File: src/rtl/bcd_display_pkg.sv
// Shared segment patterns and helpers for the multiplexed 7-segment driver.
// Segment patterns are active-high, bit order {g,f,e,d,c,b,a}.
package bcd_display_pkg;

  localparam int unsigned SEG_W = 7;

  localparam logic [SEG_W-1:0] SEG_0     = 7'h3F;
  localparam logic [SEG_W-1:0] SEG_1     = 7'h06;
  localparam logic [SEG_W-1:0] SEG_2     = 7'h5B;
  localparam logic [SEG_W-1:0] SEG_3     = 7'h4F;
  localparam logic [SEG_W-1:0] SEG_4     = 7'h66;
  localparam logic [SEG_W-1:0] SEG_5     = 7'h6D;
  localparam logic [SEG_W-1:0] SEG_6     = 7'h7D;
  localparam logic [SEG_W-1:0] SEG_7     = 7'h07;
  localparam logic [SEG_W-1:0] SEG_8     = 7'h7F;
  localparam logic [SEG_W-1:0] SEG_9     = 7'h6F;
  localparam logic [SEG_W-1:0] SEG_DASH  = 7'h40;
  localparam logic [SEG_W-1:0] SEG_BLANK = 7'h00;

  // One-hot digit select for up to 8 digits; callers truncate to their width.
  function automatic logic [7:0] onehot_digit(input logic [2:0] idx);
    return 8'b0000_0001 << idx;
  endfunction

endpackage

File: src/rtl/bcd_to_7seg.sv
// Combinational BCD to 7-segment decoder (active-high segments).
// Ports:
//   bcd   - 4-bit BCD digit
//   seg_c - segments {g,f,e,d,c,b,a}; codes 10..15 show a dash
module bcd_to_7seg
  import bcd_display_pkg::*;
(
  input  logic [3:0]       bcd,
  output logic [SEG_W-1:0] seg_c
);

  always_comb begin
    seg_c = SEG_DASH;
    case (bcd)
      4'd0:    seg_c = SEG_0;
      4'd1:    seg_c = SEG_1;
      4'd2:    seg_c = SEG_2;
      4'd3:    seg_c = SEG_3;
      4'd4:    seg_c = SEG_4;
      4'd5:    seg_c = SEG_5;
      4'd6:    seg_c = SEG_6;
      4'd7:    seg_c = SEG_7;
      4'd8:    seg_c = SEG_8;
      4'd9:    seg_c = SEG_9;
      default: seg_c = SEG_DASH;
    endcase
  end

endmodule

File: src/rtl/bcd_display_mux.sv
// Time-multiplexed 7-segment display driver for a packed multi-digit BCD word.
// Each digit slot is REFRESH_DIV cycles: REFRESH_DIV-1 lit cycles followed by
// one all-dark cycle that keeps the previous digit from ghosting onto the next.
// Ports:
//   clk, rst   - clock, synchronous active-high reset
//   load       - capture bcd_in/dp_in into the shadow register
//   bcd_in     - packed BCD, digit 0 (rightmost) in [3:0]
//   dp_in      - decimal-point request per digit
//   blank_lz   - enable leading-zero blanking
//   seg, dp    - segment and decimal-point pins (polarity per SEG_ACTIVE_LOW)
//   an         - digit enables (polarity per AN_ACTIVE_LOW)
//   frame_done - one-cycle pulse as the scan wraps back to digit 0
module bcd_display_mux
  import bcd_display_pkg::*;
#(
  parameter int unsigned DIGITS         = 4,
  parameter int unsigned REFRESH_DIV    = 50000,
  parameter bit          SEG_ACTIVE_LOW = 1'b1,
  parameter bit          AN_ACTIVE_LOW  = 1'b1
) (
  input  logic                  clk,
  input  logic                  rst,
  input  logic                  load,
  input  logic [4*DIGITS-1:0]   bcd_in,
  input  logic [DIGITS-1:0]     dp_in,
  input  logic                  blank_lz,
  output logic [SEG_W-1:0]      seg,
  output logic                  dp,
  output logic [DIGITS-1:0]     an,
  output logic                  frame_done
);

  localparam int unsigned IDX_W = (DIGITS > 1) ? $clog2(DIGITS) : 1;
  localparam int unsigned PRE_W = $clog2(REFRESH_DIV);

  localparam logic [IDX_W-1:0]  LAST_IDX = IDX_W'(DIGITS - 1);
  localparam logic [PRE_W-1:0]  LAST_PRE = PRE_W'(REFRESH_DIV - 1);
  localparam logic [SEG_W-1:0]  SEG_OFF  = {SEG_W{SEG_ACTIVE_LOW}};
  localparam logic              DP_OFF   = SEG_ACTIVE_LOW;
  localparam logic [DIGITS-1:0] AN_OFF   = {DIGITS{AN_ACTIVE_LOW}};

  logic [4*DIGITS-1:0] shadow;
  logic [DIGITS-1:0]   shadow_dp;
  logic [PRE_W-1:0]    presc;
  logic [IDX_W-1:0]    idx;

  logic                tick_c;
  logic [DIGITS-1:0]   lz_c;
  logic                lz_run;
  logic [3:0]          cur_bcd_c;
  logic                cur_dp_c;
  logic                cur_lz_c;
  logic [SEG_W-1:0]    dec_c;
  logic                blank_c;
  logic [SEG_W-1:0]    seg_hi_c;
  logic                dp_hi_c;
  logic [DIGITS-1:0]   an_lit_c;

  assign tick_c = (presc == LAST_PRE);

  // lz_c[i]: every digit from the top down to i is zero with no dp request.
  always_comb begin
    lz_c   = '0;
    lz_run = 1'b1;
    for (int i = int'(DIGITS) - 1; i > 0; i--) begin
      lz_run = lz_run && (shadow[4*i +: 4] == 4'd0) && !shadow_dp[i];
      lz_c[i] = lz_run;
    end
  end

  // Select the digit currently being scanned.
  always_comb begin
    cur_bcd_c = '0;
    cur_dp_c  = 1'b0;
    cur_lz_c  = 1'b0;
    for (int unsigned i = 0; i < DIGITS; i++) begin
      if (idx == IDX_W'(i)) begin
        cur_bcd_c = shadow[4*i +: 4];
        cur_dp_c  = shadow_dp[i];
        cur_lz_c  = lz_c[i];
      end
    end
  end

  bcd_to_7seg u_dec (
    .bcd   (cur_bcd_c),
    .seg_c (dec_c)
  );

  always_comb begin
    blank_c  = blank_lz && cur_lz_c;
    seg_hi_c = blank_c ? SEG_BLANK : dec_c;
    dp_hi_c  = cur_dp_c && !blank_c;
    an_lit_c = DIGITS'(onehot_digit(3'(idx)));
  end

  // Scan state, shadow register and polarity-adjusted output registers.
  always_ff @(posedge clk) begin
    if (rst) begin
      shadow     <= '0;
      shadow_dp  <= '0;
      presc      <= '0;
      idx        <= '0;
      frame_done <= 1'b0;
      seg        <= SEG_OFF;
      dp         <= DP_OFF;
      an         <= AN_OFF;
    end else begin
      if (load) begin
        shadow    <= bcd_in;
        shadow_dp <= dp_in;
      end
      if (tick_c) begin
        presc      <= '0;
        idx        <= (idx == LAST_IDX) ? '0 : idx + IDX_W'(1);
        an         <= AN_OFF;
        frame_done <= (idx == LAST_IDX);
      end else begin
        presc      <= presc + PRE_W'(1);
        an         <= AN_ACTIVE_LOW ? ~an_lit_c : an_lit_c;
        seg        <= SEG_ACTIVE_LOW ? ~seg_hi_c : seg_hi_c;
        dp         <= SEG_ACTIVE_LOW ? ~dp_hi_c : dp_hi_c;
        frame_done <= 1'b0;
      end
    end
  end

endmodule

File: config.mk
export PLATFORM = sky130hd
export DESIGN_NAME = bcd_display_mux
export DESIGN_NICKNAME = d
export VERILOG_FILES = /design/src/rtl/bcd_display_pkg.sv /design/src/rtl/bcd_to_7seg.sv /design/src/rtl/bcd_display_mux.sv
export SDC_FILE = /design/constraint.sdc
export NUM_CORES = 1
export LEC_CHECK = 0
export ABC_CLOCK_PERIOD_IN_PS = 2340
export BUFFER_PORTS_ARGS = -buffer_cell sky130_fd_sc_hd__buf_4
export CORE_ASPECT_RATIO = 0.7
export CORE_UTILIZATION = 56
export CTS_CLUSTER_DIAMETER = 30
export DETAILED_ROUTE_END_ITERATION = 16
export PLACE_DENSITY = 0.79
export RECOVER_POWER = 25
export SETUP_SLACK_MARGIN = 0.3
export SLEW_MARGIN = 20
export SYNTH_ARGS = -nofsm -noshare
export SYNTH_HDL_FRONTEND = slang
export SYNTH_SLANG_ARGS = --single-unit
export TNS_END_PERCENT = 5
File: constraint.sdc
create_clock -name clk -period 2.34 [get_ports clk]
set_input_delay 0.351 -clock clk [delete_from_list [all_inputs] [get_ports clk]]
set_output_delay 0.351 -clock clk [all_outputs]
set_load 0.01 [all_outputs]
==> results of run 1 <==
cell families (layout without fill, tap and decap cells):
logic type,after synthesis,after routing
and+or+nand+nor,94,94
xor gates and xnor gates,14,14
DFF,51,51
adders and majority gates,10,10
muxes,24,24
AOI/OAI and AO/OA,30,30
buffers and inverters,21,68
registers in the layout (all words and copies together), names as in the netlist:
name,cells
shadow,16
presc,16
dp,1
shadow_dp,4
idx,2
an,4
frame_done,1
seg,7
cell usage in the layout, fill, tap and decap left out, types with 3 or more instances in the layout:
cell	n
nand3_1	9
dfxtp_1	49
buf_4	46
a21oi_1	9
ha_4	6
ha_1	3
a221o_2	3
nor3_1	3
a211oi_2	3
clkbuf_8	5
nand3b_1	4
nor2_1	45
xnor2_1	6
nand2_1	12
xor2_1	8
mux2i_1	22
inv_1	7
per-stage QoR:
| stage | power, mW | cell area, um2 | utilization, % | setup WS (ps) |
|---|---|---|---|---|
| finish | 1.71 | 2960 | 74.5 | 261 |
| global placement | 1.13 | 2650 | 66.7 | 255 |
| detailed placement | 1.13 | 2650 | 66.7 | 160 |
| global route | 1.78 | 2960 | 74.5 | 199 |
| CTS | 1.70 | 2850 | 71.8 | 309 |
| floorplan | 1.05 | 2350 | - | 308 |
per-layer routing:
metal  GRT usage, %  part of all wire (%)  up-vias
met3           6.23                   6.5       11
met4           6.23                   1.5        0
met2           31.7                    42       82
met1           35.3                    50      867
met5              0                     0        -
li1               -                     -      936
how the worst max path moves through the flow:
stage          depth (start not counted)  slack [ps]  endpoint
6_report                               9         260    seg[6]
5_1_grt                                8         200    seg[4]
4_1_cts                                9         310    seg[4]
3_5_place_dp                           9         160    seg[4]
3_3_place_gp                           9         250    seg[4]
2_1_floorplan                          9         310    seg[4]
worst max-delay path, stage by stage (launching register included):
cell and delay (ps):
dfxtp_4 430, inv_4 60, ha_4 190, a211oi_2 230, a221o_2 320, inv_2 70
ha_1 190, o21ai_0 250, a21oi_1 80, o22a_1 160
cell type report:
| type | instances | area (um2) |
|---|---|---|
| multi-input combinational | 172 | 1330 |
| sequential | 51 | 1030 |
| fill | 270 | 1010 |
| timing repair buffer | 50 | 385 |
| clock buffer | 6 | 72.6 |
| tap | 52 | 65.1 |
| inverter | 11 | 46.3 |
| clock inverter | 1 | 30.0 |
power groups by stage:
| stage | clock network, mW | logic [mW] | registers (mW) |
|---|---|---|---|
| global route | 0.622 | 0.221 | 0.938 |
| floorplan | 0 | 0.101 | 0.953 |
| CTS | 0.585 | 0.181 | 0.932 |
| global placement | 0 | 0.174 | 0.954 |
| finish | 0.577 | 0.201 | 0.933 |
| detailed placement | 0 | 0.178 | 0.954 |
timing repair:
item,CTS,global route
gates resized for setup,10,15
buffers inserted,4,8
pin swaps,3,3
endpoints found under the setup margin,5,7
==> out/metrics.yaml, run 1 <==
worst_setup_path:
  startpoint_type: "flip-flop"
  cp_max_fo: 7
  critPathRequiredTime_ps: 2540
  r2r_cells: 9
  reg2reg_from: "idx[0]"
  worstPathArrival_ps: 2280
  reg2reg_slack_ps: 260
  startpoint: "idx[0]"
  r2r_end: "seg[6]"
  critPathKind: "flip-flop to flip-flop"
  crit_path_end_kind: "flip-flop"
cts:
  numClockSinks: 51
  cts.clk_slew.worst_paths_ps: 90
  cts_tree: "done"
  cts_buffers: 5
  h-tree-depth: 2
  holdBufCountCts: 0
  clock-root-buffer: "clkbuf_8"
  cts.path.max_buffers: 2
  clkLatencyLatePin_ps: 300
drt:
  vias_per_cell: 5.53
  drc: 0
  via_count: 1896
  routed_wl_um: 5530
  drt-pass1-iter-count: 4
  drt_iter0_markers: 149
  ant_nets: 0
  wl_per_cell_um: 16.1
sta:
  post-route-period-util_pct: 88.8
  finalCriticalPeriod_ps: 2080
  finalSetupViolCount: 0
  worst_pin_slew_ps: 1410
  fin_setup_tns_ps: 0
  slew_violations: 0
  hold_viol: 0
  fin_skew_ps: 5.91
  slew_headroom_pct: 6.30
  fmax_mhz: 481
  rsz0062_at_grt: "yes"
  fin_hold_ws_ps: 286
place:
  placed_cells: 324
  io_buffers: 36
  dpl.hpwl_um: 3380
  gp_congestion: 0.815
global_routing:
  gr-usage-all-layers_pct: 23.2
  grt_max_degree: 25
  antenna_found_initial: 0
  gr-total-overflow: 0
  first_global_vias: 1663
  grt_pass1_wl_um: 8000
yosys:
  muxShareOfSynthArea_pct: 10.3
  synth_edf_count: 0
  async_flop_share_pct: 0
  ys_ff_latch: 51
  yosysTopAreaCellShare_pct: 43.5
  synth_top_family_by_area: "simple AND/OR/NAND/NOR gates"
  synth_xor_area_share_pct: 5.22
  syn_area_per_cell_um2: 9.63
  synth_top_cell_by_area: "dfxtp_1"
  synth_area_um2: 2350
  ys_warn_count: 0
  synth_most_common_cell: "dfxtp_1"
  synth_fp_nets: 278
  synthDistinctLibCells: 47
  synth_compound_area_share_pct: 10.2
  synthTopCellsByArea: "dfxtp_1, mux2i_1, nor2_1"
  netlist_instances: 244
  synth_ff_type: "dfxtp_1"
  synthAdderAreaFrac_pct: 5.32
  ys_seq_area_share_pct: 43.5
  synthSimpleGateAreaFrac_pct: 21.2
  synthTopCellsByCount: "dfxtp_1, nor2_1, mux2i_1"
die:
  start_util_pct: 59.2
  dieArea_um2: 4460
  die_y_um: 56.2
  die_w_um: 79.4
  core_um2: 3970
  num_rows: 19
  io_pins: 37
run:
  cap_violations: 0
hold_path:
  hold_class: "primary input to flip-flop"
  min_from: "bcd_in[0]"
  whs_path_depth: 3
  whs_endpoint: "shadow[0]"
pwr:
  switching_share_pct: 22.7
  powerDensity_nw_per_um2: 578
  clock_power_share_pct: 33.7
  pwr-share-comb_pct: 11.7
  p_seq_share_pct: 54.6
  switching_power_mw: 0.388
  peakVddDrop_v: 0.000467
  cellLeakagePower_nw: 1.23
  p_int_mw: 1.32
final_layout:
  fin_cells: 343
  area_delta_synth_final_pct: 25.9
  fin_nets: 325
  drive_gt1_share_pct: 30.2
  diodes: 0
outcome:
  status: "finished, final reports clean"
No activity file was read; power rests on OpenSTA's default activity.
==> run 2, diff against run 1 <==
--- a/config.mk
+++ b/config.mk
@@ -11,6 +11,8 @@
 export CORE_UTILIZATION = 56
 export CTS_CLUSTER_DIAMETER = 30
 export DETAILED_ROUTE_END_ITERATION = 16
+export GPL_TIMING_DRIVEN = 0
+export MAX_ROUTING_LAYER = met4
 export PLACE_DENSITY = 0.79
 export RECOVER_POWER = 25
 export SETUP_SLACK_MARGIN = 0.3
==> run 2 against run 1 <==
Effect of this change: sequential share of layout area up 0.33 points; total power is 6.1% lower; first-iteration DRC count shrank 27%; cell area is 0.93% lower; die area unchanged; global-route usage is 2.4 points higher; non-clock buffer count rose by 5; setup slack got worse by 110 ps; clock power down 16%; routed wire length fell by 7.1%; utilization is 0.69 points lower; clock-buffer cell count grew 1; critical path type unchanged; critical endpoint is now seg[4].
==> out/metrics.yaml, run 2 (synthesis results as in run 1) <==
final_layout:
  reg_top3: "presc x16, shadow x16, seg x7"
  drive_gt1_share_pct: 27.9  # -2.3 points
  area_delta_synth_final_pct: 24.7
  diodes: 0  # unchanged
  final_core_util_pct: 73.8  # -0.69 points
  fin_nets: 330  # +1.5%
  final_cell_mix: "dfxtp_1, nor2_1, buf_4"
  layout_commonest_cell: "dfxtp_1"
worst_setup_path:
  cp_slowest_cell: "dfxtp_4"
  crit_path_end_kind: "flip-flop"
  worstPathArrival_ps: 2390  # +110 ps
  cp_max_fo: 10  # +3
  critPathRequiredTime_ps: 2550  # about the same
  crit_chain: "inv_1, ha_4, buf_6, nor3b_1, a221o_1, inv_2, ha_4, mux2i_1, mux2_4, o22a_1"
  startpoint_type: "flip-flop"
  critPathMostFrequentCell: "ha_4"
  critPathKind: "flip-flop to flip-flop"
  slowest_delay_ps: 390  # -40 ps
sta:
  rsz0062_at_grt: "yes"
  fin_setup_tns_ps: 0  # unchanged
  hold_viol: 0  # unchanged
  worst_pin_slew_ps: 737  # -668 ps
  fmax_mhz: 458  # -4.9%
  layout_setup_ws_ps: 155  # -106 ps
  slew_violations: 0  # unchanged
  finalCriticalPeriod_ps: 2190  # +106 ps
  post-route-period-util_pct: 93.4  # +4.5 points
  fin_skew_ps: 5.50  # -0.409 ps
  fin_hold_ws_ps: 265  # -20.5 ps
  finalSetupViolCount: 0  # unchanged
  slew_headroom_pct: 50.9  # +45 points
drt:
  routed_wl_um: 5140  # -7.1%
  topRoutingLayerUsed: "met4"
  drt_iter0_markers: 109  # -27%
  dr_wl_met2_um: 2200  # -4.9%
  via_count: 1875  # -1.1%
  ant_nets: 0  # unchanged
  drt-pass1-iter-count: 4  # unchanged
  met3_length_um: 283  # -21%
  drc: 0  # unchanged
  wl_per_cell_um: 14.7  # -8.7%
  drt-met1-wl_um: 2600  # -6.4%
  vias_per_cell: 5.37  # -2.8%
pwr:
  powerDensity_nw_per_um2: 548  # -5.2%
  peakVddDrop_v: 0.000528  # +13%
  cellLeakagePower_nw: 1.23  # +0.22%
run:
  cap_violations: 0  # unchanged
hold_path:
  hold_class: "primary input to flip-flop"
die:
  die_w_um: 79.4  # unchanged
  die_y_um: 56.2  # unchanged
  dieArea_um2: 4460  # unchanged
  core_um2: 3970  # unchanged
  start_util_pct: 59.2  # unchanged
  num_rows: 19  # unchanged
  io_pins: 37  # unchanged
global_routing:
  grt_max_degree: 15  # -40%
  grt_pass1_wl_um: 8380  # +4.8%
  first_global_vias: 1739  # +4.6%
  antenna_found_initial: 0  # unchanged
  gr-total-overflow: 0  # unchanged
  gr-usage-all-layers_pct: 25.7  # +2.4 points
cts:
  cts_tree: "done"
  numClockSinks: 51  # unchanged
  clkLatencyLatePin_ps: 300  # about the same
  cts.clk_slew.worst_paths_ps: 90  # about the same
  cts_buffers: 5  # unchanged
  h-tree-depth: 2  # unchanged
  cts.path.max_buffers: 2  # unchanged
  clock-root-buffer: "clkbuf_8"
place:
  post-place-ws_ps: 96.3  # -63.8 ps
  dpl.hpwl_um: 3460  # +2.2%
  gp_congestion: 0.822  # +0.86%
  io_buffers: 35  # -2.8%
outcome:
  status: "finished, final reports clean"
==> run 2: cell count changes in the layout (fill, tap and decap cells not counted), moves of 2 or more <==
cell / previous run / this run
buf_6: 1 / 4
clkbuf_1: 2 / 6
ha_1: 3 / 6
ha_4: 6 / 4
==> run 2: metal layers <==
metal | up-vias | track usage (%)
li1 | 946 | -
met2 | 53 | 34.6
met3 | 5 | 7.05
met1 | 871 | 37.2
met5 | - | -
met4 | 0 | 7.01
==> run 2: worst paths after layout <==
path                               start        end  slack [ps]  depth (start not counted)
worst min register to register  presc[0]   presc[0]         480                          1
worst min-delay path                 rst  shadow[6]         270                          2
worst max register to register    idx[0]     seg[4]         150                         10
worst max-delay path              idx[0]     seg[4]         150                         10
==> run 2: through the flow <==
stage | power, mW | cells | area [um2]
floorplan | 1.05 | 244 | 2350
global placement | 1.13 | 331 | 2680
detailed placement | 1.13 | 331 | 2680
CTS | 1.60 | 344 | 2860
global route | 1.68 | 349 | 2930
finish | 1.61 | 349 | 2930
==> run 2: worst max-delay path, delay by kind of cell, from the launching register on <==
family	cells	cell delay [ps]
compound gates	2	500
fa+ha+maj	2	330
buf+inv	3	400
flops	1	390
mux	2	320
simple gates	1	130
==> run 2: timing repair <==
item | CTS | global route
hold buffers | 0 | 0
hold endpoints to repair | 0 | 0
resized for setup | 17 | 5
buffers inserted | 5 | 5
cloned | 0 | 0
pin swaps | 4 | 3
endpoints found under the setup margin | 7 | 7
==> run 2: area by class of cell <==
class                   count  area, um2
clock buffers               7       76.3
flip-flops and latches     51       1030
plain buffers              10       80.1
repair buffers             45        338
multi-input cells         172       1290
fillers                   299       1040
inverters                  11       43.8
well taps                  52       65.1
clock inverters             1       5.00
==> run 2: where the power goes <==
group | internal [mW] | total [mW] | leakage [nW] | switching (mW)
sequential | 0.904 | 0.932 | 0.420 | 0.0284
clock | 0.210 | 0.487 | 0.0422 | 0.276
combinational | 0.0995 | 0.188 | 0.768 | 0.0883
==> run 3, diff against run 2 <==
--- a/config.mk
+++ b/config.mk
@@ -15,7 +15,7 @@
 export MAX_ROUTING_LAYER = met4
 export PLACE_DENSITY = 0.79
 export RECOVER_POWER = 25
-export SETUP_SLACK_MARGIN = 0.3
+export SKIP_LAST_GASP = 1
 export SLEW_MARGIN = 20
 export SYNTH_ARGS = -nofsm -noshare
 export SYNTH_HDL_FRONTEND = slang
==> run 3 against run 2 <==
Effect of this change: combinational power barely moved; highest routed layer unchanged; critical endpoint is now seg[6]; sequential cell count unchanged; via count down 2.7%; clock skew up 1.5 ps.
==> out/metrics.yaml, run 3 (synthesis results as in run 1) <==
outcome:
  status: "finished, final reports clean"
worst_setup_path:
  cp_slowest_cell: "dfxtp_4"
  critPathKind: "flip-flop to flip-flop"
  reg2reg_from: "idx[0]"
  reg2reg_slack_ps: 60  # -100 ps
  crit_path_end_kind: "flip-flop"
  r2r_cells: 10  # unchanged
  startpoint_type: "flip-flop"
  slowest_delay_ps: 380  # about the same
  worstPathArrival_ps: 2480  # +90 ps
  startpoint: "idx[0]"
  critPathRequiredTime_ps: 2540  # about the same
  cp-endpoint: "seg[6]"
  cp_max_fo: 10  # unchanged
  crit_chain: "inv_1, ha_1, clkbuf_4, a211oi_2, a221o_1, inv_1, ha_1, o21ai_0, a21oi_1, o22a_1"
  r2r_end: "seg[6]"
cts:
  clock-root-buffer: "clkbuf_8"
  h-tree-depth: 2  # unchanged
  cts.path.max_buffers: 2  # unchanged
  clkLatencyLatePin_ps: 300  # about the same
  cts_buffers: 5  # unchanged
  cts_tree: "done"
  cts.clk_slew.worst_paths_ps: 90  # about the same
  holdBufCountCts: 0  # unchanged
  numClockSinks: 51  # unchanged
sta:
  fmax_mhz: 438  # -4.4%
  finalCriticalPeriod_ps: 2280  # +99.6 ps
  worst_pin_slew_ps: 852  # +114 ps
  rsz0062_at_grt: "yes"
  finalSetupViolCount: 0  # unchanged
  fin_skew_ps: 7.03  # +1.54 ps
  post-route-period-util_pct: 97.6  # +4.3 points
  hold_viol: 0  # unchanged
  slew_headroom_pct: 42.7  # -8.1 points
  slew_violations: 0  # unchanged
drt:
  drc: 0  # unchanged
  drt_iter0_markers: 96  # -12%
  vias_per_cell: 5.32  # -1.0%
  wl_per_cell_um: 14.1  # -4.3%
  drt-pass1-iter-count: 4  # unchanged
  routed_wl_um: 4830  # -5.9%
  via_count: 1824  # -2.7%
  ant_nets: 0  # unchanged
place:
  dpl.hpwl_um: 3510  # +1.5%
  io_buffers: 35  # unchanged
  dpl-instance-area_um2: 2680  # -0.19%
  gp_congestion: 0.889  # +8.1%
  placed_cells: 331  # unchanged
final_layout:
  fin_cells: 343  # -1.7%
  stdcell_area_um2: 2840  # -2.9%
  layout_commonest_cell: "dfxtp_1"
  diodes: 0  # unchanged
  final_core_util_pct: 71.6  # -2.2 points
  reg_top3: "presc x16, shadow x16, seg x7"
  drive_gt1_share_pct: 25.1  # -2.9 points
  fin_nets: 324  # -1.8%
  area_delta_synth_final_pct: 21.0
  final_cell_mix: "dfxtp_1, nor2_1, buf_4"
die:
  dieArea_um2: 4460  # unchanged
  die_w_um: 79.4  # unchanged
  start_util_pct: 59.2  # unchanged
  die_y_um: 56.2  # unchanged
  num_rows: 19  # unchanged
  io_pins: 37  # unchanged
  core_um2: 3970  # unchanged
global_routing:
  grt_pass1_wl_um: 7870  # -6.1%
  grt_max_degree: 16  # +1
  gr-total-overflow: 0  # unchanged
  antenna_found_initial: 0  # unchanged
  gr-usage-all-layers_pct: 23.4  # -2.3 points
  first_global_vias: 1718  # -1.2%
pwr:
  cellLeakagePower_nw: 1.20  # -2.7%
  powerDensity_nw_per_um2: 617  # +13%
  peakVddDrop_v: 0.000427  # -19%
hold_path:
  hold_class: "primary input to flip-flop"
run:
  cap_violations: 0  # unchanged
==> run 3: cell count changes in the layout (fill, tap and decap cells not counted), moves of 2 or more <==
cell   change
ha_2       +2
buf_4      -4
buf_6      -3
inv_1      +2
ha_1       +2
ha_4       -4
==> run 3: worst max-delay path, delay by kind of cell, from the launching register on <==
family	cells	cell delay [ps]
fa+ha+maj	2	450
buf+inv	3	350
flops	1	380
compound gates	5	990
==> run 3: worst min-delay path by stage <==
stage                        start   endpoint  slack, ps  cells after the start
after global routing           rst  shadow[6]        260                      2
after global placement    presc[0]   presc[0]        440                      1
after CTS                      rst  shadow[6]        260                      2
after detailed placement  presc[0]   presc[0]        460                      1
final                          rst  shadow[6]        270                      2
after floorplan                rst  shadow[6]        420                      1
==> run 3: cell type report <==
cell class                      instances  area (um2)
Buffer                                 10        61.3
Clock buffer                            6        82.6
Clock inverter                          2        35.0
Fill cell                             320        1130
Inverter                               11        41.3
Multi-Input combinational cell        172        1240
Sequential cell                        51        1030
Tap cell                               52        65.1
Timing Repair Buffer                   39         289
==> run 3: per-layer routing <==
layer	vias up	wire length (um)	GRT usage (%)
met4	0	21	5.45
met5	-	0	-
met1	849	2740	34.9
li1	935	-	-
met3	4	175	5.41
met2	36	1890	31.4
==> run 3: per-stage QoR <==
stage	total power [mW]	setup TNS [ps]	worst slack [ps]	hold slack [ps]
2_1_floorplan	1.05	0	241	423
3_3_place_gp	1.13	0	52.0	445
3_5_place_dp	1.13	-20.3	-12.6	455
4_1_cts	1.76	0	31.3	262
5_1_grt	1.82	-158	-86.5	259
6_report	1.76	0	55.3	273
==> run 3: what timing repair did <==
| action | in CTS | in global routing |
|---|---|---|
| pin swaps | 1 | 2 |
| endpoints found under the setup margin | 4 | 5 |
| hold endpoints to repair | 0 | 0 |
| gates resized for setup | 1 | 8 |
| setup buffers | 2 | 2 |
==> run 3: power by group <==
| part | switching (mW) | total [mW] | internal (mW) |
|---|---|---|---|
| Clock | 0.288 | 0.634 | 0.346 |
| Combinational | 0.0888 | 0.188 | 0.0997 |
| Sequential | 0.0274 | 0.932 | 0.905 |
